## src/rtl/cpu_program_memory_pkg.sv

```systemverilog
// Shared types and constants for the CPU program/data memory and the benches that drive it.
// The opcode table lets benches assemble programs without hard-coding nibbles.
package cpu_program_memory_pkg;

    localparam int unsigned CPU_ADDR_W = 4;
    localparam int unsigned CPU_DATA_W = 8;
    localparam int unsigned HOLD_W     = 4;

    typedef enum logic [2:0] {
        ST_IDLE  = 3'd0,
        ST_CLEAR = 3'd1,
        ST_LOAD  = 3'd2,
        ST_HOLD  = 3'd3,
        ST_RUN   = 3'd4
    } state_e;

    // Instruction word: opcode in the upper nibble, address/immediate in the lower nibble.
    localparam logic [3:0] OP_NOP = 4'h0;
    localparam logic [3:0] OP_LDA = 4'h1;
    localparam logic [3:0] OP_ADD = 4'h2;
    localparam logic [3:0] OP_SUB = 4'h3;
    localparam logic [3:0] OP_STA = 4'h4;
    localparam logic [3:0] OP_LDI = 4'h5;
    localparam logic [3:0] OP_JMP = 4'h6;
    localparam logic [3:0] OP_OUT = 4'hE;
    localparam logic [3:0] OP_HLT = 4'hF;

    function automatic logic [CPU_DATA_W-1:0] mk_instr(input logic [3:0] op,
                                                       input logic [3:0] arg);
        return {op, arg};
    endfunction

endpackage

```

## src/rtl/cpu_program_memory_mem_array_16x8.sv

```systemverilog
// Word array with one synchronous write port, one combinational read port,
// and an asynchronous clear of every word.
module mem_array_16x8
    import cpu_program_memory_pkg::*;
#(
    parameter int unsigned ADDR_W = CPU_ADDR_W,
    parameter int unsigned DATA_W = CPU_DATA_W
) (
    input  logic              clk,
    input  logic              clr,
    input  logic              we_i,
    input  logic [ADDR_W-1:0] waddr_i,
    input  logic [DATA_W-1:0] wdata_i,
    input  logic [ADDR_W-1:0] raddr_i,
    output logic [DATA_W-1:0] rdata_c
);

    localparam int unsigned DEPTH = 2 ** ADDR_W;

    logic [DATA_W-1:0] mem_q [DEPTH];

    always_ff @(posedge clk or posedge clr) begin
        if (clr) begin
            for (int unsigned i = 0; i < DEPTH; i++) begin
                mem_q[i] <= '0;
            end
        end else if (we_i) begin
            mem_q[waddr_i] <= wdata_i;
        end
    end

    assign rdata_c = mem_q[raddr_i];

endmodule

```

## src/rtl/cpu_program_memory.sv

```systemverilog
// Reloadable program/data memory under the CPU: a byte-stream loader fills it while the
// CPU is held in clear, then the CPU is released and owns the write port.
module cpu_program_memory
    import cpu_program_memory_pkg::*;
#(
    parameter int unsigned ADDR_W        = CPU_ADDR_W,
    parameter int unsigned DATA_W        = CPU_DATA_W,
    parameter int unsigned HOLD_CYCLES   = 2,
    parameter bit          CLEAR_ON_LOAD = 1'b1
) (
    input  logic              clk,
    input  logic              clr,
    input  logic [ADDR_W-1:0] address,
    input  logic              read,
    input  logic              write,
    input  logic [DATA_W-1:0] memoryIn,
    output logic [DATA_W-1:0] memoryOut,
    output logic              cpu_clr,
    input  logic              load_start,
    input  logic              load_valid,
    input  logic [DATA_W-1:0] load_data,
    input  logic              load_last,
    output logic              load_ready,
    output logic [ADDR_W:0]   load_count,
    output logic              running
);

    localparam int unsigned DEPTH     = 2 ** ADDR_W;
    localparam int unsigned CNT_W     = ADDR_W + 1;
    localparam logic [ADDR_W-1:0] LAST_ADDR = ADDR_W'(DEPTH - 1);
    localparam logic [CNT_W-1:0]  FULL_CNT  = CNT_W'(DEPTH);
    localparam state_e START_STATE = CLEAR_ON_LOAD ? ST_CLEAR : ST_LOAD;

    state_e              state_q, state_d;
    logic [ADDR_W-1:0]   load_ptr_q, load_ptr_d;
    logic [CNT_W-1:0]    load_count_q, load_count_d;
    logic [ADDR_W-1:0]   clr_ptr_q, clr_ptr_d;
    logic [HOLD_W-1:0]   hold_q, hold_d;
    logic                cpu_clr_q, cpu_clr_d;
    logic                load_ready_q, load_ready_d;
    logic                running_q, running_d;

    logic                we_c;
    logic [ADDR_W-1:0]   waddr_c;
    logic [DATA_W-1:0]   wdata_c;

    // Reads are combinational, so the strobe carries no information for this block.
    logic read_unused;
    assign read_unused = read;

    always_ff @(posedge clk or posedge clr) begin
        if (clr) begin
            state_q      <= ST_IDLE;
            load_ptr_q   <= '0;
            load_count_q <= '0;
            clr_ptr_q    <= '0;
            hold_q       <= '0;
            cpu_clr_q    <= 1'b1;
            load_ready_q <= 1'b0;
            running_q    <= 1'b0;
        end else begin
            state_q      <= state_d;
            load_ptr_q   <= load_ptr_d;
            load_count_q <= load_count_d;
            clr_ptr_q    <= clr_ptr_d;
            hold_q       <= hold_d;
            cpu_clr_q    <= cpu_clr_d;
            load_ready_q <= load_ready_d;
            running_q    <= running_d;
        end
    end

    // Next state, write-port mux, and registered decodes of the next state.
    always_comb begin
        state_d      = state_q;
        load_ptr_d   = load_ptr_q;
        load_count_d = load_count_q;
        clr_ptr_d    = clr_ptr_q;
        hold_d       = hold_q;
        we_c         = 1'b0;
        waddr_c      = address;
        wdata_c      = memoryIn;

        unique case (state_q)
            ST_IDLE: begin
                if (load_start) begin
                    state_d      = START_STATE;
                    load_ptr_d   = '0;
                    load_count_d = '0;
                    clr_ptr_d    = '0;
                end
            end
            ST_CLEAR: begin
                we_c      = 1'b1;
                waddr_c   = clr_ptr_q;
                wdata_c   = '0;
                clr_ptr_d = clr_ptr_q + ADDR_W'(1);
                if (clr_ptr_q == LAST_ADDR) begin
                    state_d = ST_LOAD;
                end
            end
            ST_LOAD: begin
                waddr_c = load_ptr_q;
                wdata_c = load_data;
                if (load_valid && load_ready_q) begin
                    we_c       = 1'b1;
                    load_ptr_d = load_ptr_q + ADDR_W'(1);
                    if (load_count_q != FULL_CNT) begin
                        load_count_d = load_count_q + CNT_W'(1);
                    end
                    // The last word ends the load even without load_last; no wrap-around.
                    if (load_last || (load_ptr_q == LAST_ADDR)) begin
                        state_d = ST_HOLD;
                        hold_d  = HOLD_W'(HOLD_CYCLES);
                    end
                end
            end
            ST_HOLD: begin
                if (hold_q == '0) begin
                    state_d = ST_RUN;
                end else begin
                    hold_d = hold_q - HOLD_W'(1);
                end
            end
            ST_RUN: begin
                we_c = write;
                if (load_start) begin
                    state_d      = START_STATE;
                    load_ptr_d   = '0;
                    load_count_d = '0;
                    clr_ptr_d    = '0;
                end
            end
            default: begin
                state_d = ST_IDLE;
            end
        endcase

        cpu_clr_d    = (state_d != ST_RUN);
        load_ready_d = (state_d == ST_LOAD);
        running_d    = (state_d == ST_RUN);
    end

    mem_array_16x8 #(
        .ADDR_W (ADDR_W),
        .DATA_W (DATA_W)
    ) u_mem (
        .clk     (clk),
        .clr     (clr),
        .we_i    (we_c),
        .waddr_i (waddr_c),
        .wdata_i (wdata_c),
        .raddr_i (address),
        .rdata_c (memoryOut)
    );

    assign cpu_clr    = cpu_clr_q;
    assign load_ready = load_ready_q;
    assign load_count = load_count_q;
    assign running    = running_q;

endmodule

```

## config.mk

```make
export PLATFORM = sky130hd
export DESIGN_NAME = cpu_program_memory
export DESIGN_NICKNAME = d
export VERILOG_FILES = /design/src/rtl/cpu_program_memory_pkg.sv /design/src/rtl/cpu_program_memory_mem_array_16x8.sv /design/src/rtl/cpu_program_memory.sv
export SDC_FILE = /design/constraint.sdc
export NUM_CORES = 1
export LEC_CHECK = 0
export BUFFER_PORTS_ARGS = -buffer_cell sky130_fd_sc_hd__clkbuf_2
export CAP_MARGIN = 20
export CORE_ASPECT_RATIO = 1.75
export CORE_MARGIN = 1
export CORE_UTILIZATION = 60
export CTS_CLUSTER_DIAMETER = 80
export DETAILED_ROUTE_END_ITERATION = 7
export PLACE_DENSITY = 0.75
export SLEW_MARGIN = 20
export SYNTH_ARGS = -nofsm -noshare
export SYNTH_HDL_FRONTEND = slang
export SYNTH_HIERARCHICAL = 1
export SYNTH_SLANG_ARGS = --single-unit
```

## constraint.sdc

```tcl
create_clock -name clk -period 4.4 [get_ports clk]
set_input_delay 0.22 -clock clk [delete_from_list [all_inputs] [get_ports clk]]
set_output_delay 0.22 -clock clk [all_outputs]
set_load 0.02 [all_outputs]
```

; Yosys cells after proc, flatten, opt, wreduce, memory -nomap -nowiden
; Cells that the tools add are included.
[classes]
eq_ne = 15
n_bitwise = 2
n_lt_le_gt_ge = 3
muxes = 28
n_reduce_logical = 13
addsub = 4
[op_table]
columns = cell, count
row1 = bitwise mux 128 bit, 1
row2 = binary-select mux 8 bit (select 4 bit), 1
row3 = demux 8 bit (select 4 bit), 1
row4 = one-hot mux 4 bit (2 select lines), 4
row5 = two-way mux 8 bit, 3
row6 = two-way mux 4 bit, 5
row7 = one-hot mux 8 bit (2 select lines), 1
row8 = two-way mux 3 bit, 5
row9 = two-way mux 5 bit, 3
row10 = one-hot mux 3 bit (4 select lines), 1
row11 = greater-or-equal comparator 5 bit (second input constant), 2
row12 = NOT 4 -> 5 bit, 2
row13 = one-hot mux 5 bit (2 select lines), 1
row14 = equality test 3 x 2 -> 1 bit (second input constant), 3
row15 = adder 4 x 1 -> 4 bit (second input constant), 2
row16 = equality test 4 bit (second input constant), 2
row17 = != test 2 bit (second input constant), 4
row18 = AND reduction 4 bit, 2
row19 = equality test 3 bit (second input constant), 2
row20 = nonzero test 2 bit, 3
row21 = adder 5 x 1 -> 5 bit (second input constant), 1
row22 = < comparator 5 x 1 -> 1 bit (second input constant), 1
row23 = != test 5 bit (second input constant), 1
row24 = logical NOT 4 bit, 1
row25 = other kinds (12), 13
[totals]
wordCells = 89
out_inout_bits = 16
regBits = 151
inputBits = 27

; Logic depth before layout (Yosys ltp)
[logic_depth]
ltp_word = 8
mapped_depth = 11

; By module
; Netlist, hierarchy kept.
[modules_own_cells]
columns = module, instances, cells_per_inst, seq_area_each_um2, area_per_inst_um2
row1 = mem_array_16x8, 1, 369, 3203.1, 5953.2
row2 = cpu_program_memory, 1, 143, 576.8, 1372.6

; Worst setup path before layout
; Ideal clock, no wire load.
[synth_timing]
path_type = register -> register
startpoint = register state_q[0]
endpoint = register u_mem/mem_q[100] (netlist name)
path_stages_with_launch = 10
synth_period_minus_slack_ns = 2.521
path_slack_ns = 1.879
t_arrival_ns = 2.396
t_required_ns = 4.275
cell_sequence = dfrtp_1 -> buf_2 -> nor3b_2 -> clkbuf_1 -> a22oi_1 -> nand2_1 -> buf_4 -> nor2b_1 -> nor3b_2 -> mux2_2
[synth_between]
elab_chain_len = 8
[synth_rtl]
columns = element, line
row1 = "start, declared", cpu_program_memory.sv:34  ; state_e state_q, state_d;
row2 = "start signal, assigned", cpu_program_memory.sv:62  ; state_q <= state_d;
row3 = equality test 3 x 2 -> 1 bit or equality test 3 x 1 -> 1 bit (tied branches), cpu_program_memory.sv:84  ; unique case (state_q)
row4 = one-hot mux 4 bit (2 select lines) (*), cpu_program_memory.sv:84
row5 = named net waddr_c[1], cpu_program_memory.sv:44  ; logic [ADDR_W-1:0] waddr_c;
row6 = NOT 4 -> 5 bit (implied by the code) (*), cpu_program_memory_mem_array_16x8.sv:28  ; mem_q[waddr_i] <= wdata_i;
row7 = greater-or-equal comparator 5 bit (implied by the code) or < comparator 5 x 1 -> 1 bit (tied branches), cpu_program_memory_mem_array_16x8.sv:28
row8 = logical AND 1 bit (implied by the code), cpu_program_memory_mem_array_16x8.sv:28
row9 = two-way mux 8 bit (implied by the code), cpu_program_memory_mem_array_16x8.sv:28
row10 = demux 8 bit (select 4 bit) (*), cpu_program_memory_mem_array_16x8.sv:28
row11 = bitwise mux 128 bit (*), cpu_program_memory_mem_array_16x8.sv:28
row12 = "end signal, assigned by index", cpu_program_memory_mem_array_16x8.sv:28
row13 = "end, declared", cpu_program_memory_mem_array_16x8.sv:20  ; logic [DATA_W-1:0] mem_q [DEPTH];
; The timed path passes the listed nets; every way through them passes the cells marked *.
; A chain may end at the register's enable or synchronous reset.

; Final worst setup path
[layout_timing]
startpoint = register state_q[0]
endpoint = register u_mem/mem_q[97] (netlist name)
; The elaborated chain is that of the path after synthesis.

==> results.yml <==
timing:
  grt_setup_unrepaired: "no"
  worst_slew_pin_slew_ns: 0.903
  setup_viol: 0
  period_share_pct: 75.5
  max_freq_mhz: 301
  hold_ws_ns: 0.187
  hold_violations: 0
  setup-tns-final_ns: 0
  maxSlewHeadroom_pct: 39.7
  finalClockSkew_ns: 0.0101
  finalCriticalPeriod_ns: 3.32
  slew_viol_final: 0
worst_setup_path:
  reg2regPathDepth: 9
  path_class: "reg -> reg"
  path_cells: "nor3b_1 > buf_4 > nor2_1 > buf_4 > nand2_1 > nand2_1 > nor2b_1 > nor3b_2 > mux2_2"
  crit_buf_inv: 2
  critPathSlowestCell: "nor3b_2"
  r2r_slack_ns: 1.08
  critical_path.max_stage_delay_ns: 0.70
  critPathLaunchType: "register"
  required_ns: 4.69
  path_max_fanout: 12
  cp-end-kind: "register"
  r2r_start: "state_q[0]"
  crit_family: "simple AND/OR/NAND/NOR gates"
  rr_endpoint: "u_mem/mem_q[97]"
  critPathArrivalTime_ns: 3.62
yosys:
  yosysSeqAreaShare_pct: 51.6
  synth_top_family_by_area: "multiplexers"
  syn_nets: 544
  synth-seq-cells: 151
  synthTopCellsByArea: "dfrtp_1 51%, mux2_2 18%, mux4_2 9.8%"
  ys_types: 51
  yosysTopAreaCell: "dfrtp_1"
  synth-edff-count: 0
  synthArstFlopShare_pct: 100
  yosysMostFrequentCell: "dfrtp_1"
  synthCells: 512
  synth_compound_area_share_pct: 5.06
  synth_warnings: 6
  synthSimpleGateAreaFrac_pct: 8.06
  synth_mux_area_share_pct: 30.6
  syn_area_um2: 7330
  syn_area_per_cell_um2: 14.3
  synth_top_flop_cell: "dfrtp_1"
  netlist.area_leader.share_pct: 51.2
  ys_top_cells_by_count: "150 x dfrtp_1, 114 x mux2_2, 32 x mux4_2"
  synth_xor_area_share_pct: 0.837
  synth_fa_ha_area_share_pct: 0.854
cts:
  clk-insertion-delay-late_ns: 0.42
  cts.path.max_buffers: 2
  clock-root-buffer: "clkbuf_16"
  cts.htree.levels: 4
  clk_pin_slew_worst_paths_ns: 0.06
  cts_sinks: 151
  cts_resized: 0
  cts_tree: "done"
  numCtsBuffers: 17
placement:
  gp_congestion: 0.809
  io_buffers: 41
  postPlaceCellArea_um2: 7590
  hpwl_mm: 10.7
global_route:
  grt_max_degree: 57
  grt_pass1_wl_mm: 25.1
  antenna_found_initial: 0
  grt.total_usage_pct: 26.6
  overflow: 0
  grt_pass1_vias: 4807
floorplan:
  die_area_um2: 12700
  fp-row-count: 53
  core_um2: 11900
  die_x_um: 85.5
  start_util_pct: 61.4
  die_h_um: 148
  io_pins: 43
outcome:
  violations: "DRC"
  outcome: "finished with violations"
final_layout:
  layout-drive-gt1-share_pct: 46.9
  nNetsFinal: 578
  num_antenna_cells: 0
  area_growth_pct: 11.6
  design_area_um2: 8180
route:
  viasPerCell: 6.34
  drt-pass1-iter-count: 6
  post_drt_wl_per_cell_um: 22.1
  drc: 2
  drt-initial-drc-count: 176
  drtAntennaViolNets: 0
  vias: 4415
  totalWireLength_mm: 15.4
flow_run:
  maxCapViolCount: 0
hold_path:
  min_from: "load_start"
  min_path_cells: 3
  min_path_type: "in -> reg"
  whs_endpoint: "state_q[0]"
power_and_ir_drop:
  p_per_area_nw_per_um2: 683
  leakagePower_nw: 3.84
  ir_drop_mv: 0.433
==> placed cells by master, fill, tap and decap left out, types with 5 or more instances in the layout <==
cell         n
a22oi_1     21
mux2_2     114
ha_1         5
inv_1        9
clkbuf_16   17
buf_4        8
a22o_1      10
nand3_1     10
mux4_2      32
nor2_1      14
dfrtp_1    150
mux2_4      16
nand2_1     24
clkbuf_2    41
o21ai_0      8
==> worst min-delay path, stage by stage <==
cell and delay, ns:
clkbuf_2 0.13, nand2_1 0.12, nand3_1 0.09
==> sequential cells by signal, indices dropped and copies added (netlist names) <==
register / count
u_mem/mem_q: 128
load_count: 5
clr_ptr_q: 4
hold_q: 4
load_ptr_q: 4
state_q: 3
cpu_clr: 1
load_ready: 1
running: 1
==> kinds of logic (layout without fill, tap and decap cells) <==
group | count (synthesis) | count (layout)
muxes | 162 | 162
DFF | 151 | 151
and+or+nand+nor | 91 | 91
AOI/OAI and AO/OA | 51 | 51
buffers and inverters | 45 | 92
xor gates and xnor gates | 7 | 7
adders and majority gates | 5 | 5
==> per-layer routing <==
layer	wire [um]	vias up	global-route usage [%]
li1	-	1976	-
met1	5720	2298	30.0
met2	8720	114	48.8
met3	562	27	5.72
met4	360	0	9.58
met5	0	-	0
==> metrics by stage <==
step	setup slack, ns	util, %	instances	total power, mW
after floorplan	0.767	-	512	3.74
after global placement	1.18	63.6	663	4.05
after detailed placement	1.11	63.6	663	4.18
after CTS	1.10	68.5	696	5.61
after global routing	0.884	68.5	696	5.87
final	1.08	68.5	696	5.58
==> cell type report <==
type / instances / area, um2
sequential: 151 / 3780
timing repair buffer: 50 / 275
clock buffer: 18 / 429
tap: 137 / 171
clock inverter: 14 / 153
multi-input combinational: 316 / 3330
fill: 823 / 3760
inverter: 10 / 40.0
==> worst max-delay path by stage <==
stage	startpoint	to	slack [ns]	cells past startpoint
after floorplan	clr	u_mem/mem_q[0]	0.77	1
after global placement	state_q[0]	u_mem/mem_q[100]	1.18	9
after detailed placement	state_q[0]	u_mem/mem_q[102]	1.11	9
after CTS	state_q[0]	u_mem/mem_q[96]	1.10	9
after global routing	state_q[0]	u_mem/mem_q[96]	0.88	9
final	state_q[0]	u_mem/mem_q[97]	1.08	9
==> power breakdown <==
| part | switching (mW) | total (mW) | internal, mW | leakage (nW) |
|---|---|---|---|---|
| Clock | 0.571 | 1.41 | 0.838 | 0.273 |
| Sequential | 0.327 | 2.25 | 1.93 | 1.99 |
| Combinational | 0.921 | 1.92 | 1.00 | 1.58 |
==> repair_timing <==
item                                    4_1_cts  5_1_grt
endpoints found under the setup margin        0        0
hold endpoints to repair                     46        0
hold buffers                                  1        0
setup buffers                                 0        0
Note: power is estimated with default switching activity, not from simulation.
